File: src/rtl/cond_pkg.sv
// Shared condition-code definitions: ARM-style condition encodings and NZCV flag layout.
package cond_pkg;

  typedef enum logic [3:0] {
    EQ = 4'h0, NE = 4'h1, CS = 4'h2, CC = 4'h3,
    MI = 4'h4, PL = 4'h5, VS = 4'h6, VC = 4'h7,
    HI = 4'h8, LS = 4'h9, GE = 4'hA, LT = 4'hB,
    GT = 4'hC, LE = 4'hD, AL = 4'hE, NV = 4'hF
  } cond_e;

  localparam int FLAG_N = 3;
  localparam int FLAG_Z = 2;
  localparam int FLAG_C = 1;
  localparam int FLAG_V = 0;

  typedef logic [3:0] flags_t;

endpackage

File: src/rtl/cond_check.sv
// Pure combinational condition evaluator: decides whether Cond passes against an NZCV flag set.
module cond_check
  import cond_pkg::*;
(
  input  logic [3:0] Cond,
  input  flags_t     flags,
  output logic       condex
);

  logic n, z, c, v;

  always_comb begin
    n = flags[FLAG_N];
    z = flags[FLAG_Z];
    c = flags[FLAG_C];
    v = flags[FLAG_V];
    condex = 1'b0;
    case (cond_e'(Cond))
      EQ: condex = z;
      NE: condex = ~z;
      CS: condex = c;
      CC: condex = ~c;
      MI: condex = n;
      PL: condex = ~n;
      VS: condex = v;
      VC: condex = ~v;
      HI: condex = c & ~z;
      LS: condex = ~c | z;
      GE: condex = (n == v);
      LT: condex = (n != v);
      GT: condex = ~z & (n == v);
      LE: condex = z | (n != v);
      AL: condex = 1'b1;
      default: condex = 1'b0;
    endcase
  end

endmodule

File: src/rtl/cond_unit_mc.sv
// Multi-context conditional-execution unit: per-context NZCV flags, conditioned controls
// registered one cycle after acceptance, and executed/skipped statistics.
module cond_unit_mc
  import cond_pkg::*;
#(
  parameter int NUM_CTX = 4,
  parameter int CNT_W   = 32,
  localparam int CTX_W  = (NUM_CTX > 1) ? $clog2(NUM_CTX) : 1
) (
  input  logic             clk,
  input  logic             reset,
  input  logic             in_valid,
  input  logic [CTX_W-1:0] in_ctx,
  input  logic [3:0]       Cond,
  input  logic [3:0]       ALUFlags,
  input  logic [1:0]       FlagW,
  input  logic             PCS_in,
  input  logic             RegW_in,
  input  logic             MemW_in,
  input  logic             stall,
  input  logic             flush,
  output logic             PCSrc,
  output logic             RegWrite,
  output logic             MemWrite,
  output logic             out_valid,
  output logic             cond_nv,
  output logic [CNT_W-1:0] exec_count,
  output logic [CNT_W-1:0] skip_count
);

  flags_t           flags [NUM_CTX];
  logic [CTX_W-1:0] ctx;
  flags_t           cur_flags;
  flags_t           nxt_flags;
  logic             condex;

  // Out-of-range selectors alias context 0 so a bad ctx can never touch unbacked state.
  always_comb begin
    ctx = '0;
    if (32'(in_ctx) < NUM_CTX) ctx = in_ctx;
    cur_flags = flags[ctx];
    nxt_flags = cur_flags;
    if (FlagW[1]) begin
      nxt_flags[FLAG_N] = ALUFlags[FLAG_N];
      nxt_flags[FLAG_Z] = ALUFlags[FLAG_Z];
    end
    if (FlagW[0]) begin
      nxt_flags[FLAG_C] = ALUFlags[FLAG_C];
      nxt_flags[FLAG_V] = ALUFlags[FLAG_V];
    end
  end

  cond_check u_cond_check (
    .Cond   (Cond),
    .flags  (cur_flags),
    .condex (condex)
  );

  always_ff @(posedge clk) begin
    if (!reset) begin
      for (int i = 0; i < NUM_CTX; i++) flags[i] <= '0;
      {out_valid, PCSrc, RegWrite, MemWrite, cond_nv} <= '0;
      exec_count <= '0;
      skip_count <= '0;
    end else if (flush) begin
      {out_valid, PCSrc, RegWrite, MemWrite, cond_nv} <= '0;
    end else if (!stall) begin
      out_valid <= in_valid;
      PCSrc     <= in_valid & PCS_in  & condex;
      RegWrite  <= in_valid & RegW_in & condex;
      MemWrite  <= in_valid & MemW_in & condex;
      cond_nv   <= in_valid & (Cond == NV);
      if (in_valid) begin
        if (condex) begin
          flags[ctx] <= nxt_flags;
          exec_count <= exec_count + CNT_W'(1);
        end else begin
          skip_count <= skip_count + CNT_W'(1);
        end
      end
    end
  end

endmodule

File: config.mk
export PLATFORM = sky130hd
export DESIGN_NAME = cond_unit_mc
export DESIGN_NICKNAME = d
export VERILOG_FILES = /design/src/rtl/cond_pkg.sv /design/src/rtl/cond_check.sv /design/src/rtl/cond_unit_mc.sv
export SDC_FILE = /design/constraint.sdc
export NUM_CORES = 1
export LEC_CHECK = 0
export ABC_CLOCK_PERIOD_IN_PS = 8400
export BUFFER_PORTS_ARGS = -buffer_cell sky130_fd_sc_hd__buf_4
export CORE_UTILIZATION = 24
export DETAILED_ROUTE_END_ITERATION = 6
export PLACE_DENSITY_LB_ADDON = 0.1
export SYNTH_ARGS = -nofsm -noshare
export SYNTH_HDL_FRONTEND = slang
export SYNTH_SLANG_ARGS = --single-unit
File: constraint.sdc
create_clock -name clk -period 8.4 [get_ports clk]
set_input_delay 0 -clock clk [delete_from_list [all_inputs] [get_ports clk]]
set_output_delay 0 -clock clk [all_outputs]
set_load 0.05 [all_outputs]
* Yosys cells after proc, flatten, opt, wreduce, memory -nomap -nowiden *
Memories as Yosys holds them, arrays and structs flattened.
Cells that the tools add are included.

operators by class
  reduce and logical (&&, ||, !) cells = 5
  muxes and demuxes = 13
  bitwise operators = 19
  add/sub/neg operators = 2
  equality and inequality tests = 17

operators with widths
  cell                   count
  $add 32x1->32 const B  2
  $eq 4x4->1 const B     8
  $eq 4x3->1 const B     4
  $pmux 1 s15            1
  $and 1x1->1            9
  $eq 4x2->1 const B     2
  $mux 1                 8
  $not 1->1              8
  $reduce_and 4->1       2
  $mux 2                 3
  $eq 4x1->1 const B     1
  $logic_not 4->1        1
  $mux 4                 1
  $reduce_or 4->1        1
  $or 1x1->1             2
  $reduce_or 2->1        1
  $eq 1x1->1             1
  $ne 1x1->1             1

word-level totals
  RAM bits = 16
  flip-flop bits (word level) = 69
  memories kept = 1
  output and inout port bits = 69
  logic and storage cells = 64

memories
  memory  depth  width  read ports  clocked after Yosys merged registers in  write ports  RTL line            source
  flags   4      4      1           0                                        4            cond_unit_mc.sv:31  flags_t flags [NUM_CTX];

* Logic depth before layout (Yosys ltp) *
An unclocked memory read counts as a cell.

  word-level depth = 12
  depth in mapped cells = 13

* By module *
From an unflattened synthesis, not the netlist that was laid out.

second synthesis, totals
  cell total of the unflattened synthesis = 472
  area, all modules = 4251.6 sq um

by module, submodules not included
  module        area an instance (sq um)  cells each  instances  sequential area each (sq um)
  cond_unit_mc  4057.6                    444         1          1861.8
  cond_check    193.9                     28          1          0.0

* Worst setup path after synthesis *
Ideal clock, no wire load.

  kind = register to register
  from = memory flags[1][1] in the netlist's numbering
  to = memory flags[0][0] in the netlist's numbering (enable)
  library setup time = 373 ps
  clock period less this slack = 3041 ps
  stages on the path, launching flop included = 10
  buffers on the path = 3
  arrival time = 2668 ps
  required time = 8027 ps
  path slack = 5359 ps
  path through = edfxtp_1 > mux4_1 > xnor2_1 > a21oi_1 > o311ai_0 > o31ai_2 > buf_2 > buf_4 > buf_4 > o31ai_1

RTL lines
  element             RTL line
  start: declaration  cond_unit_mc.sv:31

==> flow_summary_export.csv <==
group,metric,value,unit
global_route,antenna_found_initial,0,
logic_synthesis,yosysSeqAreaShare,41.4,%
global_route,first_global_vias,3901,
floorplanning,rows,49,
clock_network,clk_pin_slew,0.06,ns
logic_synthesis,synth_top_area_share,30.7,%
critical_path,crit_fanout,73,
worst_hold_path,min_path_type,"input pin to flip-flop",
logic_synthesis,ys_top_cells_by_count,"dfxtp_1, a21oi_1, nand2_1, o21ai_0, nand3_1",
status,status,"complete, but fails checks",
floorplanning,die_h,139,microns
floorplanning,dieArea,19300,sq um
global_route,grt_pass1_wl,21000,microns
critical_path,cp_num_buf_inv,1,
global_route,grt_max_degree,74,
sta,hold_violations,0,
sta,layout_min_cycle_time,3.40,ns
sta,slew_viol_final,0,
cells_and_area,multi_input_area,2420,sq um
detailed_routing,dr_total_vias,4138,
cells_and_area,final_util,31.4,%
detailed_routing,drtPass1Iterations,7,
cells_and_area,syn_to_final_growth,26.8,%
sta,max_slew_margin,28.2,%
logic_synthesis,yosys.area.top_type,"dfxtp_1",
placed_design,gp_congestion,0.779,
sta,worst_pin_slew,1.06,ns
placed_design,port_buffers,88,
logic_synthesis,synth.area.top_cells,"dfxtp_1, edfxtp_1, a21oi_1",
logic_synthesis,synth_edf_count,16,
clock_network,htree_num_levels,3,
logic_synthesis,synth_warnings,0,
logic_synthesis,synthesis.instances,510,
sta,fmax,294,MHz
clock_network,cts.sinks,85,
floorplanning,ios,89,
critical_path,path_cells,"mux4_1, xnor2_1, a21oi_1, o311ai_0, o31ai_4, buf_4, o31ai_1",
critical_path,crit_required,8.38,ns
logic_synthesis,synth_nets,532,
clock_network,clockBufferDepth,2,
critical_path,path_class,"flip-flop to flip-flop",
detailed_routing,detail_route.iter0.violations,354,
detailed_routing,via_per_inst,5.05,
logic_synthesis,syn_avg_cell_area,8.82,sq um
sta,rsz0062_at_grt,"no",
worst_hold_path,min_from,"in_valid",
global_route,grt_util_all_layers,13.7,%
sta,tns,0,ns
detailed_routing,drc,8,
clock_network,ctsResizeCount,0,
cells_and_area,layout-drive-gt1-share,20.5,%
placed_design,dp.cells,797,
cells_and_area,fill_cells,1922,
logic_synthesis,ys_types,57,
clock_network,clock_latency,0.35,ns
cells_and_area,stdcell_count,820,
critical_path,critPathTopFamily,"compound AO/OA/AOI/OAI gates",
logic_synthesis,synth_area,4500,sq um
critical_path,critPathSlowestCell,"o311ai_0",
cells_and_area,regArea,1860,sq um
detailed_routing,ant_nets,0,
critical_path,startpoint,"flags[0][1]",
status,violations,"DRC",
global_route,grt-ovfl-total,0,
job,max_cap_viol_count,0,
clock_network,cts_tree,"done",
floorplanning,die_w,139,microns
sta,hold_slack,0.0201,ns
critical_path,critical-path-max-stage-delay,0.75,ns
placed_design,place_area,5310,sq um
floorplanning,core_region_area,18100,sq um
sta,setup_viol,0,
logic_synthesis,synth_ff_type,"dfxtp_1",
logic_synthesis,synthArstFlopShare,0,%
cells_and_area,fin_area,5710,sq um
logic_synthesis,yosysMostFrequentCell,"dfxtp_1",
floorplanning,start_util,24.8,%
sta,fin_skew,0.00942,ns
power,powerDensity,163,nW/um^2
cells_and_area,layout.nets,608,
clock_network,clockRootBuffer,"clkbuf_16",
critical_path,crit_path_end_kind,"flip-flop",
detailed_routing,wl,13000,microns
clock_network,cts_made_buffers,9,
detailed_routing,wire_per_inst,15.8,microns
critical_path,worstReg2RegStart,"flags[0][1]",
power,peakVddDrop,100,uV
sta,post-route-period-util,40.4,%
power,p_leak,1.99,nW
logic_synthesis,synth_seq_cells,85,
critical_path,setup.worst_path.start_class,"flip-flop",
critical_path,arrival,3.38,ns
cells_and_area,antenna_cells,0,
placed_design,dp_hpwl,9280,microns
## sequential cells by signal (all words and copies together) (netlist names)
register	count
skip_count	32
RegWrite	1
exec_count	32
flags	16
out_valid	1
MemWrite	1
cond_nv	1
PCSrc	1
## layer usage
| layer | track usage, % | routed length [microns] | up-vias |
|---|---|---|---|
| met5 | 0 | 0 | - |
| li1 | - | - | 2086 |
| met3 | 2.69 | 689 | 17 |
| met2 | 21.0 | 5810 | 92 |
| met1 | 18.8 | 6250 | 1943 |
| met4 | 5.67 | 248 | 0 |
## cell type report
cell class | instances | share of cell area [%]
Timing Repair Buffer | 97 | 13.1
Multi-Input combinational cell | 375 | 42.3
Clock buffer | 12 | 4.52
Tap cell | 229 | 5.02
Inverter | 18 | 1.18
Clock inverter | 4 | 1.23
Sequential cell | 85 | 32.6
## repair_timing
item,CTS,global route
hold buffers,7,0
buffers inserted,0,0
endpoints found under the hold margin,5,0
## worst reg2reg max path: cells and delay by family (launching register included)
kind / cells / cell delay (ns)
xor gates and xnor gates: 1 / 0.16
DFF: 1 / 0.39
muxes: 1 / 0.56
AOI/OAI and AO/OA: 4 / 1.59
buffers and inverters: 1 / 0.35
## per-stage QoR
stage | total power [mW] | setup WS, ns
6_report | 0.932 | 5.00
5_1_grt | 0.969 | 4.72
4_1_cts | 0.948 | 4.97
3_5_place_dp | 0.498 | 4.98
3_3_place_gp | 0.497 | 5.04
2_1_floorplan | 0.477 | 5.36
## cell families (layout without fill, tap and decap cells)
| group | count (synthesis) | in the layout | share of synthesized area, % |
|---|---|---|---|
| flops | 85 | 85 | 41.4 |
| fa+ha+maj | 2 | 2 | 0.556 |
| buf+inv | 50 | 131 | 5.14 |
| mux | 20 | 20 | 6.70 |
| compound gates | 125 | 125 | 17.3 |
| simple gates | 215 | 215 | 26.4 |
| xor+xnor | 13 | 13 | 2.53 |
## cells in the final DEF, fill, tap and decap left out, drive strengths merged, types with 5 or more instances in the layout
| master | instances |
|---|---|
| o31ai | 17 |
| and3 | 7 |
| or3 | 22 |
| mux2i | 11 |
| o21a | 5 |
| and4 | 6 |
| nand4 | 15 |
| and2 | 7 |
| o21ai | 29 |
| nand2b | 5 |
| nor2 | 26 |
| dfxtp | 69 |
| xnor2 | 9 |
| nor4 | 10 |
| mux4 | 7 |
| clkbuf | 12 |
| inv | 18 |
| buf | 90 |
| a21oi | 49 |
| or4 | 16 |
| nand2 | 41 |
| dlygate4sd3 | 7 |
| nor3 | 21 |
| edfxtp | 16 |
| nand3 | 29 |
## report_power, final
group	switching [mW]	leakage [nW]	internal, mW
logic	0.0422	1.11	0.0255
registers	0.00343	0.721	0.419
clock network	0.164	0.162	0.278
## path summary, 6_finish.rpt
check | to | slack, ns | cells after the start
worst max register to register | flags[0][0] | 5.00 | 7
worst max-delay path | flags[0][0] | 5.00 | 7
worst min register to register | out_valid | 0.48 | 2
worst min-delay path | out_valid | 0.02 | 3
No activity file was read; power rests on OpenSTA's default activity.
